<file path="src/rtl/program_sequencer_if.sv">
// Fetch-stage bus between program sequencer, program ROM and ICU.
// master = sequencer side, slave = ROM/ICU/control side.
interface program_sequencer_if #(
  parameter int ADDR_W = 8,
  parameter int DEPTH  = 4
);
  localparam int SP_W = $clog2(DEPTH + 1);

  logic [ADDR_W-1:0] rom_addr;
  logic [ADDR_W+3:0] rom_data;
  logic [3:0]        instruction;
  logic              jmp;
  logic              rtn;
  logic              flag_f;
  logic              resume;
  logic              halted;
  logic [SP_W-1:0]   sp;
  logic              stack_ovf;
  logic              stack_unf;

  modport master (
    output rom_addr,
    output instruction,
    output halted,
    output sp,
    output stack_ovf,
    output stack_unf,
    input  rom_data,
    input  jmp,
    input  rtn,
    input  flag_f,
    input  resume
  );

  modport slave (
    input  rom_addr,
    input  instruction,
    input  halted,
    input  sp,
    input  stack_ovf,
    input  stack_unf,
    output rom_data,
    output jmp,
    output rtn,
    output flag_f,
    output resume
  );
endinterface

</file>
<file path="src/rtl/program_sequencer.sv">
// Program counter with call/return stack and halt-on-NOPF.
// JMP pushes its own address; RTN pops it back into PC.
module program_sequencer #(
  parameter int ADDR_W = 8,
  parameter int DEPTH  = 4
) (
  input logic clk,
  input logic rst_n,
  program_sequencer_if.master bus
);
  localparam int SP_W  = $clog2(DEPTH + 1);
  localparam int IDX_W = (DEPTH > 1) ? $clog2(DEPTH) : 1;

  typedef enum logic {RUN, HALT} state_t;

  state_t            r_state;
  logic [ADDR_W-1:0] r_pc;
  logic [SP_W-1:0]   r_sp;
  logic              r_halted;
  logic              r_ovf;
  logic              r_unf;
  logic [ADDR_W-1:0] r_stack [DEPTH];

  logic [ADDR_W-1:0] w_opnd;
  logic [ADDR_W-1:0] w_pc_inc;
  logic [IDX_W-1:0]  w_top;
  logic [IDX_W-1:0]  w_push;
  logic              w_empty;
  logic              w_full;

  assign w_opnd   = bus.rom_data[ADDR_W+3:4];
  assign w_pc_inc = r_pc + ADDR_W'(1);
  assign w_top    = IDX_W'(r_sp - SP_W'(1));
  assign w_push   = IDX_W'(r_sp);
  assign w_empty  = (r_sp == '0);
  assign w_full   = (r_sp >= SP_W'(DEPTH));

  assign bus.rom_addr    = r_pc;
  assign bus.instruction = bus.rom_data[3:0];
  assign bus.halted      = r_halted;
  assign bus.sp          = r_sp;
  assign bus.stack_ovf   = r_ovf;
  assign bus.stack_unf   = r_unf;

  // Sequencer FSM: PC, stack and halt all update together.
  always_ff @(posedge clk or negedge rst_n) begin
    if (!rst_n) begin
      r_state  <= RUN;
      r_pc     <= '0;
      r_sp     <= '0;
      r_halted <= 1'b0;
      r_ovf    <= 1'b0;
      r_unf    <= 1'b0;
      for (int i = 0; i < DEPTH; i++)
        r_stack[i] <= '0;
    end else begin
      case (r_state)
        RUN: begin
          if (bus.rtn) begin
            if (!w_empty) begin
              r_pc <= r_stack[w_top];
              r_sp <= r_sp - SP_W'(1);
            end else begin
              r_pc  <= w_pc_inc;
              r_unf <= 1'b1;
            end
          end else if (bus.jmp) begin
            r_pc <= w_opnd;
            if (!w_full) begin
              r_stack[w_push] <= r_pc;
              r_sp <= r_sp + SP_W'(1);
            end else begin
              r_ovf <= 1'b1;
            end
          end else if (bus.flag_f) begin
            r_state  <= HALT;
            r_halted <= 1'b1;
          end else begin
            r_pc <= w_pc_inc;
          end
        end
        HALT: begin
          if (bus.resume) begin
            r_pc     <= w_pc_inc;
            r_state  <= RUN;
            r_halted <= 1'b0;
          end
        end
        default: begin
          r_state  <= RUN;
          r_halted <= 1'b0;
        end
      endcase
    end
  end
endmodule

</file>
<file path="src/flat_wrapper.sv">
// flat-port wrapper written by rule: the top's interface ports become plain ports
module program_sequencer_flat 
#(
  parameter int ADDR_W = 8,
  parameter int DEPTH  = 4
)
  (clk, rst_n, bus_rom_addr, bus_instruction, bus_halted, bus_sp, bus_stack_ovf, bus_stack_unf, bus_rom_data, bus_jmp, bus_rtn, bus_flag_f, bus_resume);
  program_sequencer_if #(.ADDR_W(ADDR_W), .DEPTH(DEPTH)) bus_i ();
  input logic clk;
  input logic rst_n;
  output wire logic [$bits(bus_i.rom_addr)-1:0] bus_rom_addr;
  output wire logic [$bits(bus_i.instruction)-1:0] bus_instruction;
  output wire logic [$bits(bus_i.halted)-1:0] bus_halted;
  output wire logic [$bits(bus_i.sp)-1:0] bus_sp;
  output wire logic [$bits(bus_i.stack_ovf)-1:0] bus_stack_ovf;
  output wire logic [$bits(bus_i.stack_unf)-1:0] bus_stack_unf;
  input wire logic [$bits(bus_i.rom_data)-1:0] bus_rom_data;
  input wire logic [$bits(bus_i.jmp)-1:0] bus_jmp;
  input wire logic [$bits(bus_i.rtn)-1:0] bus_rtn;
  input wire logic [$bits(bus_i.flag_f)-1:0] bus_flag_f;
  input wire logic [$bits(bus_i.resume)-1:0] bus_resume;
  assign bus_rom_addr = bus_i.rom_addr;
  assign bus_instruction = bus_i.instruction;
  assign bus_halted = bus_i.halted;
  assign bus_sp = bus_i.sp;
  assign bus_stack_ovf = bus_i.stack_ovf;
  assign bus_stack_unf = bus_i.stack_unf;
  assign bus_i.rom_data = bus_rom_data;
  assign bus_i.jmp = bus_jmp;
  assign bus_i.rtn = bus_rtn;
  assign bus_i.flag_f = bus_flag_f;
  assign bus_i.resume = bus_resume;
  program_sequencer #(.ADDR_W(ADDR_W), .DEPTH(DEPTH)) u_core (.clk(clk), .rst_n(rst_n), .bus(bus_i));
endmodule
</file>
<file path="config.mk">
export PLATFORM = sky130hd
export DESIGN_NAME = program_sequencer_flat
export DESIGN_NICKNAME = d
export VERILOG_FILES = /design/src/rtl/program_sequencer_if.sv /design/src/rtl/program_sequencer.sv /design/src/flat_wrapper.sv
export SDC_FILE = /design/constraint.sdc
export NUM_CORES = 1
export LEC_CHECK = 0
export ABC_CLOCK_PERIOD_IN_PS = 3000
export BUFFER_PORTS_ARGS = -buffer_cell sky130_fd_sc_hd__buf_2
export CORE_MARGIN = 1
export CORE_UTILIZATION = 56
export DETAILED_ROUTE_END_ITERATION = 8
export MAX_ROUTING_LAYER = met4
export PLACE_DENSITY = 0.82
export SYNTH_ARGS = -nofsm -noshare
export SYNTH_HDL_FRONTEND = slang
export SYNTH_SLANG_ARGS = --single-unit
</file>
<file path="constraint.sdc">
create_clock -name clk -period 3 [get_ports clk]
set_input_delay 0.3 -clock clk [delete_from_list [all_inputs] [get_ports clk]]
set_output_delay 0.3 -clock clk [all_outputs]
set_load 0.05 [all_outputs]
</file>
==> flow_metrics.py <==
metrics = {
    "worst_setup_path": {
        "r2r_slack_ns": 0.72,
        "cp.arrival_ns": 2.47,
        "crit_path_max_incr_delay_ns": 0.63,
        "setup.worst_path.end": "u_core.bus.rom_addr[5]",
        "worstPathCellList": "buf_4 > inv_1 > ha_1 > nor2b_1 > a211oi_1 > o21bai_1 > a211o_1",
        "critPathBufInv": 2,
        "cp_num_cells": 7,
        "cp_max_fo": 12,
        "r2r-start": "u_core.bus.sp[0]",
        "rr_worst_depth": 7,
        "start_kind": "register",
        "cp_top_family": "compound AO/OA/AOI/OAI gates",
        "crit_type": "register to register",
        "required_ns": 3.19,
        "crit_slowest_cell": "a211oi_1",
        "r2r_end": "u_core.bus.rom_addr[5]",
        "end_kind": "register",
        "cp-startpoint": "u_core.bus.sp[0]",
    },
    "min_path": {
        "hold_class": "primary input to asynchronous set/reset pin",
    },
    "sta": {
        "final.setup.tns_ns": 0,
        "finClkSkew_ns": 0.00977,
        "rsz0062_at_grt": "no",
        "setup_slack_ns": 0.722,
        "fmax_mhz": 439,
        "finalSetupViolations": 0,
        "period_needed_ns": 2.28,
        "max_slew.worst_pin.slew_ns": 1.03,
        "slew_headroom_pct": 31.3,
        "hold_viol": 0,
        "period_share_pct": 75.9,
        "maxSlewViolCount": 0,
    },
    "clock_tree": {
        "cts_hold_buffers": 0,
        "numCtsBuffers": 5,
        "cts_root_buf": "clkbuf_8",
        "clock_path_buffers": 2,
        "cts.repair.resized": 0,
        "path_clk_slew_ns": 0.09,
        "cts.sinks": 47,
        "htree_levels": 2,
        "cts_tree": "yes",
        "clk_latency_ns": 0.30,
        "cts_setup_buffers": 0,
    },
    "route": {
        "route.detailed.drc": 0,
        "wl_per_cell_um": 18.5,
        "drt_iter0_drc": 95,
        "wirelength_mm": 4.74,
        "antenna_left": 0,
        "vias_per_cell": 6.09,
        "first_pass_iters": 5,
        "vias": 1560,
    },
    "logic_synthesis": {
        "synth_cell_types": 42,
        "syn_nets": 206,
        "seq_area_frac_synth_pct": 49.4,
        "synth_top_cell_area_share_pct": 49.4,
        "syn_inst": 182,
        "ys_seq_elements": 47,
        "synth_area_sq_um": 2380,
        "avgSynthCellArea_sq_um": 13.1,
        "yosysTopAreaCell": "dfrtp_1",
        "synth_area_leaders": "dfrtp_1 49%, mux2_2 15%, mux4_2 7.6%",
        "yosysWarnings": 0,
    },
    "power_and_ir_drop": {
        "powerDensity_nw_per_um2": 1060,
        "ir_drop_mv": 0.386,
        "leakage_nw": 1.23,
    },
    "die": {
        "die_h_um": 67.2,
        "die_width_um": 67.2,
        "rows": 23,
        "io_pins": 36,
        "die_area_sq_um": 4510,
        "core_area_sq_um": 4030,
        "start_util_pct": 59.0,
    },
    "cells_and_area": {
        "syn_to_final_growth_pct": 10.0,
        "seq_area_sq_um": 1180,
        "multi_input_area_sq_um": 1120,
        "fill_cells": 277,
        "drive_above_1_share_pct": 39.8,
        "layout_common_cells": "47 x dfrtp_1, 31 x mux2_2, 27 x buf_2",
        "final_nets": 229,
        "n_antenna_cell": 0,
        "mostFrequentLayoutCell": "dfrtp_1",
    },
    "run_status": {
        "run_status": "finished clean",
    },
    "grt": {
        "grt_pass1_wl_mm": 7.51,
        "antenna_found_initial": 0,
        "grt_max_degree": 48,
        "grt.total_usage_pct": 24.0,
        "grt_pass1_vias": 1579,
        "gr-total-overflow": 0,
    },
    "job": {
        "cap_violations": 0,
    },
    "placed_design": {
        "place_congestion": 0.831,
        "place_ws_ns": 0.705,
        "dp_hpwl_mm": 3.45,
        "io_buffers": 27,
    },
}
==> per-layer routing <==
layer	GRT usage, %	vias to the layer above	share of wire (%)
li1	-	714	-
met1	29.5	791	43
met2	37.9	48	51
met3	5.74	7	5.1
met4	10.1	0	1.2
met5	-	-	0
==> worst min-delay path by stage <==
stage | startpoint | to | slack, ns | cells after the start
floorplan | rst_n | u_core.bus.halted | 0.004 | 0
global placement | u_core.bus.stack_ovf | u_core.bus.stack_ovf | 0.44 | 1
detailed placement | u_core.bus.stack_ovf | u_core.bus.stack_ovf | 0.45 | 1
CTS | rst_n | u_core.r_state | 0.20 | 1
global route | bus_rom_data[6] | u_core.bus.rom_addr[2] | 0.24 | 3
finish | rst_n | u_core.bus.rom_addr[0] | 0.18 | 1
==> stage by stage <==
stage | util, % | hold slack [ns] | cells | area [sq um] | total power [mW]
2_1_floorplan | - | 0.00441 | 182 | 2380 | 2.08
3_3_place_gp | 62.6 | 0.437 | 248 | 2520 | 2.31
3_5_place_dp | 62.6 | 0.447 | 248 | 2520 | 2.39
4_1_cts | 65.0 | 0.200 | 256 | 2620 | 2.79
5_1_grt | 65.0 | 0.243 | 256 | 2620 | 2.95
6_report | 65.0 | 0.179 | 256 | 2620 | 2.78
==> worst reg2reg max path: cells and delay by family (launching register included) <==
kind / cells / cell delay [ns]
compound gates: 3 / 1.09
buf+inv: 2 / 0.36
flops: 1 / 0.33
fa+ha+maj: 1 / 0.23
simple gates: 1 / 0.16
==> cell usage after synthesis (all sizes together) <==
master and instances:
dfrtp 47, mux2 32, mux4 8, nand2 8, xor2 8, buf 6, clkbuf 6, ha 6
o21ai 6, a22oi 5, a21oi 4, inv 4, a211oi 3, and3 3, mux2i 3, nand4 3
nor2 3, nor3b 3, and4 2, nand2b 2, nand3 2, xnor2 2, a211o 1, a21o 1
a22o 1, a311oi 1, a31o 1, a31oi 1, and2 1, and2b 1, nor2b 1, nor3 1
nor4b 1, o21bai 1, o22ai 1, o31ai 1, or2 1, or4b 1
==> logic make-up after synthesis <==
group                      Yosys count  share of synthesized area (%)
xor gates and xnor gates            10                           3.68
DFF                                 47                           49.4
buffers and inverters               16                           3.26
and+or+nand+nor                     33                           8.89
AOI/OAI and AO/OA                   27                           7.58
adders and majority gates            6                           3.16
muxes                               43                           24.0
==> power breakdown <==
group	internal, mW	switching [mW]	leakage, nW	total, mW
Sequential	0.891	0.244	0.594	1.13
Combinational	0.549	0.696	0.582	1.24
Clock	0.189	0.214	0.0516	0.403
==> registers in the layout (all words and copies together) (netlist names) <==
signal                flops
u_core.bus.stack_unf      1
u_core.bus.stack_ovf      1
u_core.r_stack           32
u_core.r_state            1
u_core.bus.sp             3
u_core.bus.halted         1
u_core.bus.rom_addr       8
==> layout make-up <==
class | count | share of cell area (%)
flip-flops and latches | 47 | 44.9
well taps | 50 | 2.39
clock buffers | 6 | 3.15
clock inverters | 2 | 0.526
repair buffers | 28 | 5.45
inverters | 4 | 0.574
multi-input cells | 119 | 43.0
Note: power is estimated with default switching activity, not from simulation.
